File: config.mk
export PLATFORM = sky130hd
export DESIGN_NAME = mod_rr_arbiter
export DESIGN_NICKNAME = d
export VERILOG_FILES = /design/src/rtl/mod_rr_arbiter.sv
export SDC_FILE = /design/constraint.sdc
export NUM_CORES = 2
export LEC_CHECK = 0
export ABC_AREA = 1
export CAP_MARGIN = 20
export CORE_AREA = 2 2 730 732
export DETAILED_ROUTE_END_ITERATION = 16
export DIE_AREA = 0 0 732 734
export DONT_BUFFER_PORTS = 1
export PLACE_DENSITY = 0.3
export SYNTH_ARGS = -nofsm -noshare
export SYNTH_HDL_FRONTEND = slang
export SYNTH_SLANG_ARGS = --single-unit
export TNS_END_PERCENT = 10
File: constraint.sdc
create_clock -name clk -period 3.1 [get_ports clk]
set_input_delay 0.31 -clock clk [delete_from_list [all_inputs] [get_ports clk]]
set_output_delay 0.31 -clock clk [all_outputs]
set_load 0.02 [all_outputs]
File: src/rtl/mod_rr_arbiter.sv
// mod_rr_arbiter
// Round-robin arbiter that lets NUM_CLIENTS cache clients share one system bus.
// A granted client's request goes out as one address beat. A write then sends
// BEATS data beats. A read instead collects BEATS response beats into a full
// line, which is returned to the client with a single completion pulse.
//
// Ports
//   clk, reset                      clock, synchronous active-high reset
//   cl_reqcyc/cl_req/cl_reqtag      per-client request valid, line address, tag
//   cl_reqdata                      per-client write line (beat k at k*BEAT_WIDTH)
//   cl_reqack                       one-hot grant pulse
//   cl_respcyc/cl_resp/cl_resptag   one-hot completion pulse, read line, tag
//   bus_reqcyc/bus_req/bus_reqtag   system bus request beat
//   bus_reqack                      bus accepts current request beat
//   bus_respcyc/bus_resp/bus_resptag system bus response beat
//   bus_respack                     equal to bus_respcyc (always accepted)
//
// state   | meaning
// IDLE    | waiting for a request, round-robin grant
// ADDR    | address beat on the bus
// RD_DATA | collecting response beats into the read line
// WR_DATA | sending write-line beats
// DONE    | completion pulse to the granted client
module mod_rr_arbiter #(
    parameter int NUM_CLIENTS = 2,
    parameter int LINE_WIDTH  = 512,
    parameter int BEAT_WIDTH  = 64,
    parameter int TAG_WIDTH   = 13
) (
    input  logic                              clk,
    input  logic                              reset,
    input  logic [NUM_CLIENTS-1:0]            cl_reqcyc,
    input  logic [NUM_CLIENTS*BEAT_WIDTH-1:0] cl_req,
    input  logic [NUM_CLIENTS*TAG_WIDTH-1:0]  cl_reqtag,
    input  logic [NUM_CLIENTS*LINE_WIDTH-1:0] cl_reqdata,
    output logic [NUM_CLIENTS-1:0]            cl_reqack,
    output logic [NUM_CLIENTS-1:0]            cl_respcyc,
    output logic [LINE_WIDTH-1:0]             cl_resp,
    output logic [TAG_WIDTH-1:0]              cl_resptag,
    output logic                              bus_reqcyc,
    output logic [BEAT_WIDTH-1:0]             bus_req,
    output logic [TAG_WIDTH-1:0]              bus_reqtag,
    input  logic                              bus_reqack,
    input  logic                              bus_respcyc,
    input  logic [BEAT_WIDTH-1:0]             bus_resp,
    input  logic [TAG_WIDTH-1:0]              bus_resptag,
    output logic                              bus_respack
);

    localparam int BEATS = LINE_WIDTH / BEAT_WIDTH;
    localparam int IDX_W = (BEATS > 1) ? $clog2(BEATS) : 1;
    localparam int PTR_W = $clog2(NUM_CLIENTS);
    localparam logic [IDX_W-1:0] LAST_IDX = IDX_W'(BEATS - 1);
    localparam logic [PTR_W-1:0] LAST_CL  = PTR_W'(NUM_CLIENTS - 1);

    typedef enum logic [2:0] {IDLE, ADDR, RD_DATA, WR_DATA, DONE} state_t;

    state_t                 state_q, state_d;
    logic [PTR_W-1:0]       ptr_q;
    logic [PTR_W-1:0]       owner_q;
    logic [PTR_W-1:0]       gnt_idx;
    logic [PTR_W-1:0]       cand;
    logic                   gnt_found;
    logic [IDX_W-1:0]       idx_q;
    logic [BEAT_WIDTH-1:0]  addr_q;
    logic [TAG_WIDTH-1:0]   tag_q;
    logic [LINE_WIDTH-1:0]  wr_line_q;
    logic [LINE_WIDTH-1:0]  rd_line_q;
    logic [TAG_WIDTH-1:0]   resp_tag_q;

    // Search starts at ptr_q, the client after the last one granted.
    always_comb begin
        gnt_idx   = ptr_q;
        gnt_found = 1'b0;
        cand      = '0;
        for (int i = 0; i < NUM_CLIENTS; i++) begin
            cand = PTR_W'((int'(ptr_q) + i) % NUM_CLIENTS);
            if (!gnt_found && cl_reqcyc[cand]) begin
                gnt_found = 1'b1;
                gnt_idx   = cand;
            end
        end
    end

    always_ff @(posedge clk) begin
        if (reset) begin
            state_q <= IDLE;
        end else begin
            state_q <= state_d;
        end
    end

    always_comb begin
        state_d    = state_q;
        cl_reqack  = '0;
        cl_respcyc = '0;
        bus_reqcyc = 1'b0;
        bus_req    = '0;
        bus_reqtag = '0;
        // While reset is held, nothing is granted and the bus request stays quiet.
        if (!reset) begin
            case (state_q)
                IDLE: begin
                    if (gnt_found) begin
                        cl_reqack[gnt_idx] = 1'b1;
                        state_d            = ADDR;
                    end
                end
                ADDR: begin
                    bus_reqcyc = 1'b1;
                    bus_req    = addr_q;
                    bus_reqtag = tag_q;
                    if (bus_reqack) begin
                        state_d = tag_q[0] ? RD_DATA : WR_DATA;
                    end
                end
                WR_DATA: begin
                    bus_reqcyc = 1'b1;
                    bus_req    = wr_line_q[idx_q*BEAT_WIDTH +: BEAT_WIDTH];
                    bus_reqtag = tag_q;
                    if (bus_reqack && (idx_q == LAST_IDX)) begin
                        state_d = DONE;
                    end
                end
                RD_DATA: begin
                    if (bus_respcyc && (idx_q == LAST_IDX)) begin
                        state_d = DONE;
                    end
                end
                DONE: begin
                    cl_respcyc[owner_q] = 1'b1;
                    state_d             = IDLE;
                end
                default: state_d = IDLE;
            endcase
        end
    end

    always_ff @(posedge clk) begin
        if (reset) begin
            ptr_q      <= '0;
            owner_q    <= '0;
            idx_q      <= '0;
            addr_q     <= '0;
            tag_q      <= '0;
            wr_line_q  <= '0;
            rd_line_q  <= '0;
            resp_tag_q <= '0;
        end else begin
            case (state_q)
                IDLE: begin
                    if (gnt_found) begin
                        owner_q   <= gnt_idx;
                        ptr_q     <= (gnt_idx == LAST_CL) ? '0 : gnt_idx + 1'b1;
                        addr_q    <= cl_req[gnt_idx*BEAT_WIDTH +: BEAT_WIDTH];
                        tag_q     <= cl_reqtag[gnt_idx*TAG_WIDTH +: TAG_WIDTH];
                        wr_line_q <= cl_reqdata[gnt_idx*LINE_WIDTH +: LINE_WIDTH];
                        idx_q     <= '0;
                    end
                end
                WR_DATA: begin
                    if (bus_reqack) begin
                        if (idx_q == LAST_IDX) begin
                            resp_tag_q <= tag_q;
                        end else begin
                            idx_q <= idx_q + 1'b1;
                        end
                    end
                end
                RD_DATA: begin
                    if (bus_respcyc) begin
                        rd_line_q[idx_q*BEAT_WIDTH +: BEAT_WIDTH] <= bus_resp;
                        if (idx_q == LAST_IDX) begin
                            resp_tag_q <= bus_resptag;
                        end else begin
                            idx_q <= idx_q + 1'b1;
                        end
                    end
                end
                DONE: idx_q <= '0;
                default: ;
            endcase
        end
    end

    assign cl_resp     = rd_line_q;
    assign cl_resptag  = resp_tag_q;
    // Response beats are always taken; beats arriving outside RD_DATA are dropped.
    assign bus_respack = bus_respcyc;

    a_resp_outside_rd: assert property (@(posedge clk) disable iff (reset)
        bus_respcyc |-> (state_q == RD_DATA));

endmodule

---- Yosys cells after proc, flatten, opt, wreduce, memory -nomap -nowiden ----
Index checks and enable logic that the tools add are counted.
storage, ports and cells
  bits in registers ....................... 1122
  input bits .............................. 1261
operators by class
  $add $sub $neg .......................... 4
  multipliers ............................. 1
  magnitude comparators ................... 6
  equal/unequal tests ..................... 13
  shift-type cells ........................ 6
  mux-type cells .......................... 40
  reduce and logical (&&, ||, !) cells .... 15
operator list
  cell                                                         count
  variable part select 1024 x 11 -> 512 bit                    1
  bitwise mux 512 bit                                          1
  variable shift 64 x 34 -> 512 bit (first input constant)     1
  variable part select 512 x 10 -> 64 bit                      1
  variable part select 64 x 34 -> 512 bit                      1
  one-hot mux 64 bit (2 select lines)                          1
  variable part select 128 x 8 -> 64 bit                       1
  2-to-1 mux 13 bit                                            6
  2-to-1 mux 64 bit                                            1
  negation 9 -> 34 bit                                         1
  one-hot mux 13 bit (2 select lines)                          1
  variable part select 26 x 6 -> 13 bit                        1
  2-to-1 mux 3 bit                                             8
  one-hot mux 3 bit (4 select lines)                           2
  inequality test 2 bit (second input constant)                8
  2-to-1 mux 1 bit                                             13
  2-to-1 mux 2 bit                                             5
  less-than comparator 1 x 2 -> 1 bit (second input constant)  4
  AND reduction 4 bit                                          2
  equality test 3 x 2 -> 1 bit (second input constant)         2
  equality test 3 bit (second input constant)                  2
  logical AND 1 bit                                            5
  multiplier 1 x 4 -> 5 bit (second input constant)            1
  AND reduction 5 bit                                          1
  11 further kinds                                             15

---- Depth between registers and ports, before layout ----
  depth in word-level cells ............... 13
  mapped depth ............................ 16

---- Worst setup path after synthesis ----
OpenSTA, ideal clock, no wires.
  kind .................................... reg2reg
  from .................................... register idx_q[0]
  to ...................................... register rd_line_q[285] (netlist: cl_resp[285])
  library setup time ...................... 0.065 ns
  data arrival time ....................... 2.597 ns
  data required time ...................... 3.035 ns
  setup slack ............................. 0.438 ns
  stages on the path, launching flop included .. 14
  clock period less this slack ............ 2.662 ns
  path through ............................ dfxtp_1 -> inv_2 -> buf_2 -> buf_2 -> buf_1 -> ha_1 -> ha_1 -> buf_2 -> clkbuf_1 -> clkbuf_1 -> nand4_1 -> nor2_1 -> o21ai_0 -> nor2_1
between the ends
  word-level cells in the longest chain between the ends .. 3
  elaborated cells between the ends (all ways) .. 4
  those cells by class .................... add/sub (1); shift (2); mux (1)
ends and longest elaborated chain
  item                                                                                          line  source
  start, declared                                                                               64    logic [IDX_W-1:0] idx_q;
  start signal, assigned                                                                        166   idx_q <= idx_q + 1'b1;
  start signal, assigned                                                                        176   idx_q <= idx_q + 1'b1;
  negation 9 -> 34 bit (*)                                                                      172   rd_line_q[idx_q*BEAT_WIDTH +: BEAT_WIDTH] <= bus_resp;
  variable part select 64 x 34 -> 512 bit or variable shift 64 x 34 -> 512 bit (tied branches)  172
  bitwise mux 512 bit (*)                                                                       172
  end signal, assigned by index                                                                 172
  end, declared                                                                                 68    logic [LINE_WIDTH-1:0] rd_line_q;
Every way passes the cells marked *; elsewhere a longest branch is shown, timed or not.
A chain may end at the register's enable or synchronous reset.

---- Final worst setup path ----
  from .................................... register idx_q[1]
  to ...................................... output bus_req[29]
between the ends
  word-level cells in the longest chain between the ends .. 3
ends and longest elaborated chain
  item                                     line  source
  variable part select 512 x 10 -> 64 bit  119   bus_req = wr_line_q[idx_q*BEAT_WIDTH +: BEAT_WIDTH];
  one-hot mux 64 bit (2 select lines)      102   case (state_q)
  2-to-1 mux 64 bit                        101   if (!reset) begin
  end, declared                            41    output logic [BEAT_WIDTH-1:0] bus_req,
No other way between the ends.

==> run metrics <==
status=finished, violations left; failing checks=setup timing; CTS Sinks=1,122; Pins Over Slew Limit=0; Max Used Layer=met5; Worst EP required=2.79 ns; Leakage=33.92 nW; clk slew on worst S/H paths=0.06 ns; Distinct cells, synth=28; M1 WL=181,000 um; CP arrival=3.14 ns; Syn Std Cell Area=0.05047 sq mm; setup violators final=45; Max H-tree Level=4; Min-Delay Endpoint=cl_resp[90]; grt ovf=0; largest net degree at the start of global routing=123; Hold Crit Class=input pin to register; relative slew slack=0.2506; PnR worst setup slack=-0.3522 ns; RSZ-0062 raised after global routing=true; Tmin final=3.452 ns; Net count, final=10,250; Crit Path Class=register to primary output; share of layout cells above drive strength 1=0.09955; gpl congestion=0.8475; antenna viol nets, final=0; reg2reg end=wr_line_q[420]; Max-Cap Viols=0; R2R setup slack=0.13 ns; start of the worst register-to-register path=state_q[2]; P per Cell Area=798.4 mW/mm^2; Hold Crit Start=bus_resp[26]; kind of end point of the critical path=primary output; initial antenna violation count=264; DRT iter0 DRCs=4,641; vias in the first global route=60,480; CP Launch Type=register; Bufs on Longest Clock Path=4; Hold Crit Depth=4; Std-Cell Rows=268; Yosys top cell by area=dfxtp_1; Net Count, Synth=8,861; Num CTS Buffers=167; die width=732 um; core area=0.5301 sq mm; final core utilization=0.1574; crit share post-route=1.114; Worst Skew=0.03282 ns; sequential area share after synthesis=0.4450; Detailed Routing Iterations Pass 1=7; Hold WS=0.02151 ns; Synth Area per Inst=6.648 sq um; total track usage=0.1779; synthesized flop and latch total=1,122; Synth warnings=0; Worst R2R Path Depth=10; worst-margin pin slew=1.120 ns; clk_lat worst skew=0.88 ns; Root Driver=clkbuf_16; setup TNS=-4.545 ns; HPWL after DPL=384,700 um; Synth area leaders=dfxtp_1 (45%), nand3_1 (15%), nand2_1 (13%); DRC violations left=0; first-pass GRT wire length=634,300 um; f_max=289.7 MHz; met2 wire len=262,800 um; via count=61,060; synth-to-layout area growth=65.31%; WL/cell=31.04 um; Top Ports=1,869; Hold Fails Final Rpt=0; Die Area=0.5373 sq mm; Vias/cell=3.756; die height=734 um; Routed Wire Length=504,700 um; Mapped Cells=7,593; DR WL met3=36,060 um; Yosys top cell area share=0.4450; port bufs=0; initial core utilization=0.09521; peak supply drop=0.4724 mV; CTS tree=built; worst-path fanout max=21
layout make-up:
class                      instances  area, sq um
antenna                          128        320.3
clock buffer                     234         4773
clock inverter                    62        885.9
fill                           61120       446700
inverter                         207        889.6
multi-input combinational       5635        25450
sequential                      1122        22480
tap                             7020         8783
timing repair buffer            1849        19850
timing repair inverter             2        17.52
metrics by stage:
step	total power [mW]	setup WS (ns)	cell area (sq um)	std cells
3_3_place_gp	40.19	-0.2764	60320	14340
4_1_cts	67.49	-0.5051	82160	16100
5_1_grt	69.95	-0.3969	83320	16210
2_1_floorplan	27.98	0.4383	50470	7593
6_report	66.62	-0.3522	83440	16260
3_5_place_dp	40.13	-0.2395	60330	14340
where the power goes:
part           leakage [nW]  switching, mW  total [mW]  internal [mW]
combinational          22.0           16.6        26.4           9.81
sequential             9.14           2.60        19.5           16.9
clock                  2.76           8.64        20.7           12.1
total                  33.9           27.8        66.6           38.8
per-layer routing:
layer | track usage | vias to the layer above
li1 | - | 27810
met1 | 0.1850 | 29830
met2 | 0.3342 | 2476
met3 | 0.04976 | 800
met4 | 0.07232 | 140
met5 | 0 | -
logic make-up (layout without fill, tap and decap cells):
group / count (synthesis) / after routing / share of synthesized area
buffers and inverters: 836 / 2354 / 0.06844
DFF: 1122 / 1122 / 0.4450
other: 0 / 128 / 0
and+or+nand+nor: 4873 / 4873 / 0.4068
AOI/OAI and AO/OA: 755 / 755 / 0.07799
adders and majority gates: 7 / 7 / 0.001735
cells in the final DEF (no fill, tap or decap), drive strengths merged, types with 109 or more instances in the layout:
cell type / netlist / routed
buf: 274 / 431
nand2: 1768 / 1768
o21ai: 589 / 589
diode: 0 / 128
nand3: 1465 / 1465
inv: 207 / 215
dlygate4sd3: 0 / 1402
dfxtp: 1122 / 1122
nor2: 1463 / 1463
clkbuf: 355 / 246
nor3: 109 / 109
Yosys cell counts, drive strengths merged:
| library cell | instances |
|---|---|
| nand2 | 1768 |
| nor4 | 1 |
| o31ai | 1 |
| nand3 | 1465 |
| nor3b | 1 |
| buf | 274 |
| clkbuf | 355 |
| ha | 7 |
| nor3 | 109 |
| o21ai | 589 |
| a21oi | 103 |
| o211ai | 62 |
| nor2 | 1463 |
| nand4 | 66 |
| dfxtp | 1122 |
| inv | 207 |
how the worst max path moves through the flow:
stage | startpoint | to | slack [ns] | cells past startpoint
floorplan | idx_q[0] | cl_resp[285] | 0.44 | 13
global placement | idx_q[0] | bus_req[51] | -0.28 | 8
detailed placement | idx_q[0] | bus_req[51] | -0.24 | 8
CTS | idx_q[0] | bus_req[47] | -0.51 | 9
global route | idx_q[0] | bus_req[58] | -0.40 | 9
finish | idx_q[1] | bus_req[29] | -0.35 | 6
critical path: stages, from the launching register on:
cell and delay [ns]:
dfxtp_4 0.46, buf_12 0.19, buf_16 0.19, o21ai_2 0.08, o211ai_1 0.80, nand3_1 0.28, nand2_2 0.22
sequential cells by signal (all words and copies together), names as in the netlist:
register,flops
idx_q,3
state_q,3
ptr_q,1
wr_line_q,512
cl_resptag,13
tag_q,13
cl_resp,512
owner_q,1
addr_q,64
repair_timing:
item / in CTS / in global routing
hold buffers: 1434 / 0
resized for setup: 232 / 144
setup endpoints to repair: 66 / 125
gates cloned: 14 / 11
endpoints found under the hold margin: 1102 / 0
buffers inserted: 23 / 21
pin swaps: 39 / 42
No activity file was read; power rests on OpenSTA's default activity.
